File: src/rtl/mem_load_dump_ctrl.sv
`default_nettype none
// ============================================================================
// Module   : mem_load_dump_ctrl
// Brief    : Byte-stream loader/dumper for the core's target memories. Loads
//            words while the core is held in reset, releases the core on RUN,
//            and re-holds it once the core reports completion so targets can
//            be read back.
// Revision : 1.0 - initial release
// ============================================================================
module mem_load_dump_ctrl #(
    parameter int DATA_W  = 32,
    parameter int ADDR_W  = 10,
    parameter int NUM_TGT = 3
) (
    input  logic               clk,
    input  logic               rst,
    input  logic               in_valid_i,
    output logic               in_ready_o,
    input  logic [7:0]         in_data_i,
    output logic               out_valid_o,
    input  logic               out_ready_i,
    output logic [7:0]         out_data_o,
    output logic [NUM_TGT-1:0] mem_sel_o,
    output logic               mem_we_o,
    output logic               mem_re_o,
    output logic [ADDR_W-1:0]  mem_addr_o,
    output logic [DATA_W-1:0]  mem_wdata_o,
    input  logic [DATA_W-1:0]  mem_rdata_i,
    output logic               cpu_rst_o,
    input  logic               cpu_done_i
);

    localparam int         NB        = DATA_W / 8;
    localparam logic [7:0] LAST_BYTE = 8'(NB - 1);
    localparam logic [8:0] NUM_TGT_B = 9'(NUM_TGT);

    localparam logic [7:0] CMD_LOAD  = 8'h01;
    localparam logic [7:0] CMD_DUMP  = 8'h02;
    localparam logic [7:0] CMD_RUN   = 8'h03;
    localparam logic [7:0] RSP_ACK   = 8'h4B;
    localparam logic [7:0] RSP_ERR   = 8'hEE;
    localparam logic [7:0] RSP_DONE  = 8'hD0;

    typedef enum logic [3:0] {
        S_IDLE    = 4'd0,
        S_HDR     = 4'd1,
        S_LD_BYTE = 4'd2,
        S_LD_WR   = 4'd3,
        S_RD_REQ  = 4'd4,
        S_RD_CAP  = 4'd5,
        S_TX_BYTE = 4'd6,
        S_ACK     = 4'd7,
        S_RUNNING = 4'd8
    } state_t;

    state_t              state_q, state_d;
    logic                live_q, live_d;      // low only in the first cycle after reset
    logic                cpu_rst_q, cpu_rst_d;
    logic [7:0]          cmd_q, cmd_d;
    logic [7:0]          tgt_q, tgt_d;
    logic [7:0]          lo_q, lo_d;          // low byte of a 16-bit header field
    logic [ADDR_W-1:0]   addr_q, addr_d;
    logic [15:0]         cnt_q, cnt_d;        // words remaining
    logic [7:0]          idx_q, idx_d;        // header byte index / byte-in-word index
    logic [DATA_W-1:0]   word_q, word_d;
    logic [7:0]          rsp_q, rsp_d;

    logic                w_in_rdy;
    logic                w_in_fire;
    logic [15:0]         w_field;
    logic [NUM_TGT-1:0]  w_sel;

    assign w_in_rdy  = live_q && (state_q == S_IDLE || state_q == S_HDR ||
                                  state_q == S_LD_BYTE);
    assign w_in_fire = in_valid_i && w_in_rdy;
    assign w_field   = {in_data_i, lo_q};
    assign w_sel     = NUM_TGT'(1) << tgt_q;

    assign in_ready_o  = w_in_rdy;
    assign mem_sel_o   = (mem_we_o || mem_re_o) ? w_sel : '0;
    assign mem_addr_o  = addr_q;
    assign mem_wdata_o = word_q;
    assign cpu_rst_o   = cpu_rst_q;

    // State and datapath registers; reset aborts any transfer in flight
    always_ff @(posedge clk or posedge rst) begin
        if (rst) begin
            state_q   <= S_IDLE;
            live_q    <= 1'b0;
            cpu_rst_q <= 1'b1;
            cmd_q     <= '0;
            tgt_q     <= '0;
            lo_q      <= '0;
            addr_q    <= '0;
            cnt_q     <= '0;
            idx_q     <= '0;
            word_q    <= '0;
            rsp_q     <= '0;
        end else begin
            state_q   <= state_d;
            live_q    <= live_d;
            cpu_rst_q <= cpu_rst_d;
            cmd_q     <= cmd_d;
            tgt_q     <= tgt_d;
            lo_q      <= lo_d;
            addr_q    <= addr_d;
            cnt_q     <= cnt_d;
            idx_q     <= idx_d;
            word_q    <= word_d;
            rsp_q     <= rsp_d;
        end
    end

    // Next-state, datapath updates and strobe/response outputs
    always_comb begin
        state_d     = state_q;
        live_d      = 1'b1;
        cpu_rst_d   = cpu_rst_q;
        cmd_d       = cmd_q;
        tgt_d       = tgt_q;
        lo_d        = lo_q;
        addr_d      = addr_q;
        cnt_d       = cnt_q;
        idx_d       = idx_q;
        word_d      = word_q;
        rsp_d       = rsp_q;
        mem_we_o    = 1'b0;
        mem_re_o    = 1'b0;
        out_valid_o = 1'b0;
        out_data_o  = '0;

        case (state_q)
            S_IDLE: begin
                if (w_in_fire) begin
                    if (in_data_i == CMD_LOAD || in_data_i == CMD_DUMP ||
                        in_data_i == CMD_RUN) begin
                        cmd_d   = in_data_i;
                        idx_d   = 8'd1;
                        state_d = S_HDR;
                    end else begin
                        rsp_d   = RSP_ERR;
                        state_d = S_ACK;
                    end
                end
            end

            S_HDR: begin
                if (w_in_fire) begin
                    idx_d = idx_q + 8'd1;
                    case (idx_q)
                        8'd1: begin
                            tgt_d = in_data_i;
                            if ({1'b0, in_data_i} >= NUM_TGT_B) begin
                                rsp_d   = RSP_ERR;
                                state_d = S_ACK;
                            end
                        end
                        8'd2: lo_d = in_data_i;
                        8'd3: addr_d = ADDR_W'(w_field);
                        8'd4: lo_d = in_data_i;
                        default: begin
                            // Last header byte: the count is complete, branch on command
                            cnt_d = w_field;
                            idx_d = 8'd0;
                            if (cmd_q == CMD_RUN) begin
                                if (cpu_rst_q) begin
                                    cpu_rst_d = 1'b0;
                                    state_d   = S_RUNNING;
                                end else begin
                                    rsp_d   = RSP_ERR;
                                    state_d = S_ACK;
                                end
                            end else if (w_field == 16'd0) begin
                                rsp_d   = RSP_ACK;
                                state_d = S_ACK;
                            end else if (cmd_q == CMD_LOAD) begin
                                state_d = S_LD_BYTE;
                            end else begin
                                state_d = S_RD_REQ;
                            end
                        end
                    endcase
                end
            end

            S_LD_BYTE: begin
                if (w_in_fire) begin
                    // Little-endian: each new byte enters at the top and shifts down
                    word_d = (word_q >> 8) | (DATA_W'(in_data_i) << (DATA_W - 8));
                    if (idx_q == LAST_BYTE) begin
                        idx_d   = 8'd0;
                        state_d = S_LD_WR;
                    end else begin
                        idx_d = idx_q + 8'd1;
                    end
                end
            end

            S_LD_WR: begin
                mem_we_o = 1'b1;
                addr_d   = addr_q + ADDR_W'(1);
                cnt_d    = cnt_q - 16'd1;
                if (cnt_q == 16'd1) begin
                    rsp_d   = RSP_ACK;
                    state_d = S_ACK;
                end else begin
                    state_d = S_LD_BYTE;
                end
            end

            S_RD_REQ: begin
                mem_re_o = 1'b1;
                addr_d   = addr_q + ADDR_W'(1);
                state_d  = S_RD_CAP;
            end

            S_RD_CAP: begin
                word_d  = mem_rdata_i;
                idx_d   = 8'd0;
                state_d = S_TX_BYTE;
            end

            S_TX_BYTE: begin
                out_valid_o = 1'b1;
                out_data_o  = word_q[7:0];
                if (out_ready_i) begin
                    word_d = word_q >> 8;
                    if (idx_q == LAST_BYTE) begin
                        idx_d = 8'd0;
                        cnt_d = cnt_q - 16'd1;
                        if (cnt_q == 16'd1) begin
                            rsp_d   = RSP_ACK;
                            state_d = S_ACK;
                        end else begin
                            state_d = S_RD_REQ;
                        end
                    end else begin
                        idx_d = idx_q + 8'd1;
                    end
                end
            end

            S_ACK: begin
                out_valid_o = 1'b1;
                out_data_o  = rsp_q;
                if (out_ready_i) begin
                    state_d = S_IDLE;
                end
            end

            S_RUNNING: begin
                if (cpu_done_i) begin
                    cpu_rst_d = 1'b1;
                    rsp_d     = RSP_DONE;
                    state_d   = S_ACK;
                end
            end

            default: state_d = S_IDLE;
        endcase
    end

endmodule
`default_nettype wire
File: config.mk
export PLATFORM = sky130hd
export DESIGN_NAME = mem_load_dump_ctrl
export DESIGN_NICKNAME = d
export VERILOG_FILES = /design/src/rtl/mem_load_dump_ctrl.sv
export SDC_FILE = /design/constraint.sdc
export NUM_CORES = 1
export LEC_CHECK = 0
export BUFFER_PORTS_ARGS = -buffer_cell sky130_fd_sc_hd__buf_4
export CORE_MARGIN = 2
export CORE_UTILIZATION = 50
export DETAILED_ROUTE_END_ITERATION = 10
export PLACE_DENSITY = 0.79
export SYNTH_ARGS = -nofsm -noshare
export SYNTH_HDL_FRONTEND = slang
export SYNTH_SLANG_ARGS = --single-unit
File: constraint.sdc
create_clock -name clk -period 3.05 [get_ports clk]
set_clock_uncertainty 0.1 [all_clocks]
set_input_delay 0.4575 -clock clk [delete_from_list [all_inputs] [get_ports clk]]
set_output_delay 0.4575 -clock clk [all_outputs]
set_load 0.05 [all_outputs]
# After elaboration in Yosys (flattened, before gate mapping)
# Index checks and enable logic that the tools add are counted.
# word_totals
reg_bits	104
latch_bits	0
ramBits	0
rom_bits	0
in_bits	45
output_inout_bits	58
mem_count	0
# classes
n_addsub	3
mul	0
div_mod_pow	0
order_cmp	1
eq_ne	35
n_shift	1
mux	60
bitwise	1
n_reduce_logical	30
# op_table
operator	count
$mux 8	18
$pmux 32 s3	1
$pmux 8 s5	2
$mux 16	4
$mux 32	2
$pmux 16 s3	1
$mux 4	11
$eq 8x2->1 const B	5
$pmux 4 s9	1
$or 24x32->32	1
$pmux 8 s2	2
$eq 8x1->1 const B	3
$mux 10	2
$ne 2x2->1 const B	10
$pmux 10 s2	1
$eq 16x1->1 const B	1
$eq 4x3->1 const B	4
$logic_not 16->1	1
$sub 16x1->16 const B	1
$mux 3	5
$reduce_and 3->1	5
$reduce_and 11->1	1
$add 10x1->10 const B	1
$reduce_and 10->1	1
other kinds (26)	47

# Depth between registers and ports, before layout
# depth
depth_word	7
depth_mapped	10
ltp_nobuf	8

# Least setup slack after synthesis
# Ideal clock, no wire load.
# synth_timing
path_kind	flip-flop to output port
start	reg state_q[1]
end	out mem_sel_o[2]
arrival_time_ns	2.781
required_ns	2.492
path_slack_ns	-0.288
stages_incl_launch_ff	7
n_path_buf	2
cell_sequence	dfrtp_1 buf_2 buf_4 or3b_2 a21oi_1 nand3_1 nor3b_1
# synth_between
elab_chain_len	4
word_cells_on_any_way	6
cone_classes	eq/ne (2); mux (3); reduce/logical (1)
# synth_lines
item	line	text
start, declared	56	state_t state_q, state_d;
start signal, assigned	100	state_q <= state_d;
$eq 4x2->1 or $eq 4x3->1 (tied branches)	132	case (state_q)
$mux 1	132	
$logic_or 1x1->1 *	80	assign mem_sel_o = (mem_we_o || mem_re_o) ? w_sel : '0;
$mux 3 *	80	
end, declared	23	output logic [NUM_TGT-1:0] mem_sel_o,
# Every way passes the cells marked *; elsewhere a longest branch is shown, timed or not.

# Final worst setup path
# Ends and elaborated chain as after synthesis.

==> metrics.md <==
| Metric | Value |
|---|---|
| Tot GR Track Use | `0.275` |
| Fin. Hold Viols | `0` |
| R2R cell count | `8` |
| Clk Latency, worst-skew pair | `0.36 ns` |
| Syn Area/Cell | `8.85 um^2` |
| WL per Instance | `17.8 um` |
| # IOs | `103` |
| Synth Warn # | `0` |
| Clock buffer count from CTS | `9` |
| Fill count | `941` |
| Total gr overflow | `0` |
| Drt via density | `6.03` |
| Die ar. | `12,100 um^2` |
| Root buf cell | `clkbuf_16` |
| Final min period | `2.93 ns` |
| Post-Syn Instances | `637` |
| Vias in the first global route | `5,119` |
| CP Capture Type | `output port` |
| Clock power share | `0.133` |
| Slew HR | `0.248` |
| Post-synth EDFFs | `0` |
| Leakage power | `3.11 nW` |
| Die Y | `110 um` |
| Hold_buf cts | `0` |
| RSZ-0062 raised after global routing | `no` |
| Internal cell power | `4.22 mW` |
| Count leader, synth | `dfrtp_1` |
| Peak VDD IR | `691 uV` |
| CP max FO | `10` |
| Post-layout net count | `788` |
| Register area share after synthesis | `0.453` |
| Synth top area share | `0.448` |
| CP Class | `reg -> out` |
| Main flop type after synthesis | `dfrtp_1` |
| Max cap viols | `0` |
| Post-DP HPWL | `11.2 mm` |
| Seq cells post-synth | `102` |
| First-pass GRT wire length | `25.7 mm` |
| Bufs on Longest Clock Path | `2` |
| Mapped Area | `5640 um^2` |
| Area growth from synthesis to layout | `22.5%` |
| Remaining DRCs | `0` |
| Placed Instances | `865` |
| IO Port Bufs | `102` |
| Synth top cells by count | `dfrtp_1 (101), nand2_1 (86), nor2_1 (79), o21ai_0 (41), a31oi_1 (33)` |
| Layout cells sized above 1 | `0.251` |
| WP data required | `2.49 ns` |
| Post-Route WL | `15.7 mm` |
| Post-CTS setup buffers | `0` |
| DR vias | `5,309` |
| Syn Nets | `689` |
| Sw Pwr | `4.34 mW` |
| Clock-pin slew on the worst setup and hold paths | `0.07 ns` |
| Post-synth top area cell | `dfrtp_1` |
| Worst setup SP type | `flop` |
| CTS tree | `built` |
| Placer Congestion | `0.947` |
| R2r setup slk | `0.31 ns` |
| Final hold slack | `0.0158 ns` |
| Max Freq | `341 MHz` |
| Initial Utilization | `0.515` |
| Top post-synthesis cells by area | `dfrtp_1 (45%), nand2_1 (5.7%), nor2_1 (5.3%)` |
| Comb power frac | `0.588` |
| First drt pass iteration count | `5` |
| Final WS setup | `0.121 ns` |
| Post-DRT Antenna Nets | `0` |
| Slew Limit Fails | `0` |
| Outcome | `completed` |
| Htree depth | `3` |
| Power Density | `1240 nW/um^2` |
| Largest net degree at the start of global routing | `65` |
| Initial antenna violation count | `0` |
| Switch share | `0.507` |
| Setup crit end | `mem_sel_o[2]` |
| Post-Route Utilization | `0.631` |
| Chip Width | `110 um` |
| Crit share post-route | `0.960` |
| Post-synth ARST share | `1.00` |
| Capturing point of the worst reg2reg path | `rsp_q[0]$_DFFE_PP0P_` |
| Cell variety after synth | `67` |
| WP data arrival | `2.37 ns` |
| Reg2Reg Launch Point | `idx_q[1]$_DFFE_PP0P_` |
| 1st-iter DRT viols | `453` |
| Resized Gates After CTS | `0` |
| Hold Crit Class | `in -> async` |
| Ant diodes | `0` |
| Reg power frac | `0.279` |
| Core Rows | `38` |
| Least-Margin Pin Slew | `1.13 ns` |
| Origin of the worst setup path | `state_q[1]$_DFFE_PP0P_` |
| Pre-CTS setup slack | `0.203 ns` |
| Core area | `10,900 um^2` |
| Layout Cells excl Fill | `881` |
| Final Setup Violations | `0` |
| Clk sinks | `102` |
[power by group through the flow]
stage / Clock (mW) / Sequential (mW) / Combinational, mW
final: 1.14 / 2.39 / 5.03
after global routing: 1.21 / 2.46 / 5.46
after CTS: 1.16 / 2.38 / 5.01
after detailed placement: 0 / 2.39 / 5.00
after global placement: 0 / 2.36 / 4.88
after floorplan: 0 / 3.10 / 2.86
[area by class of cell]
| cell class | instances | area (um^2) | area share |
|---|---|---|---|
| multi-input combinational | 486 | 2890 | 0.418 |
| clock inverter | 5 | 40.0 | 0.00580 |
| clock buffer | 11 | 253 | 0.0366 |
| timing repair buffer | 124 | 943 | 0.137 |
| tap | 140 | 175 | 0.0254 |
| sequential | 102 | 2550 | 0.370 |
| inverter | 13 | 52.6 | 0.00761 |
[critical path, cell delays in order, from the launching register on]
cell     delay (ns)
dfrtp_1        0.48
or3b_2         0.52
a21oi_1        0.33
nand3_1        0.21
nor3b_1        0.24
buf_4          0.23
[flip-flops by register name, summed over array words and instances (netlist names), 4 cells and up]
register,count
mem_wdata_o,32
lo_q,8
rsp_q,6
cmd_q,8
state_q,4
tgt_q,8
cnt_q,16
mem_addr_o,10
idx_q,8
[worst min path at each step]
stage	start	endpoint	slack [ns]	depth (start not counted)
2_1_floorplan	rsp_q[6]$_DFFE_PP0P_	rsp_q[6]$_DFFE_PP0P_	0.33	1
3_3_place_gp	rsp_q[6]$_DFFE_PP0P_	rsp_q[6]$_DFFE_PP0P_	0.36	1
3_5_place_dp	rsp_q[6]$_DFFE_PP0P_	rsp_q[6]$_DFFE_PP0P_	0.36	1
4_1_cts	rst	cnt_q[14]$_DFFE_PP0P_	0.02	2
5_1_grt	rst	lo_q[4]$_DFFE_PP0P_	0.03	2
6_report	rst	tgt_q[5]$_DFFE_PP0P_	0.02	2
[cell families after synthesis]
kind of cell | after synthesis | synth area share
other | 1 | 0.000665
AOI/OAI and AO/OA | 157 | 0.176
xor gates and xnor gates | 1 | 0.00155
DFF | 102 | 0.453
adders and majority gates | 7 | 0.0155
buffers and inverters | 49 | 0.0351
muxes | 30 | 0.0595
and+or+nand+nor | 290 | 0.258
[layout by cell type (no fill, tap or decap), drive strengths merged, types with 7 or more instances in the layout]
cell and n:
a21oi 31, a31oi 33, buf 124, clkbuf 11
dfrtp 101, ha 7, inv 14, mux2 22
mux2i 8, nand2 86, nand2b 12, nand3 23
nor2 80, nor2b 11, nor3 17, nor4 13
o21ai 46
[metal layers]
metal	global-route usage	routed length (um)	vias up
li1	-	-	2493
met1	0.360	6530	2587
met2	0.445	7790	196
met3	0.0664	991	33
met4	0.101	397	0
met5	0	0	-
[stage by stage]
step,area [um^2],total power [mW],TNS (ns)
finish,6900,8.56,0
CTS,6900,8.54,0
floorplan,5640,5.96,-0.720
global route,6900,9.13,0
detailed placement,6610,7.39,0
global placement,6610,7.24,0
Power figures use the tool's default switching activity.
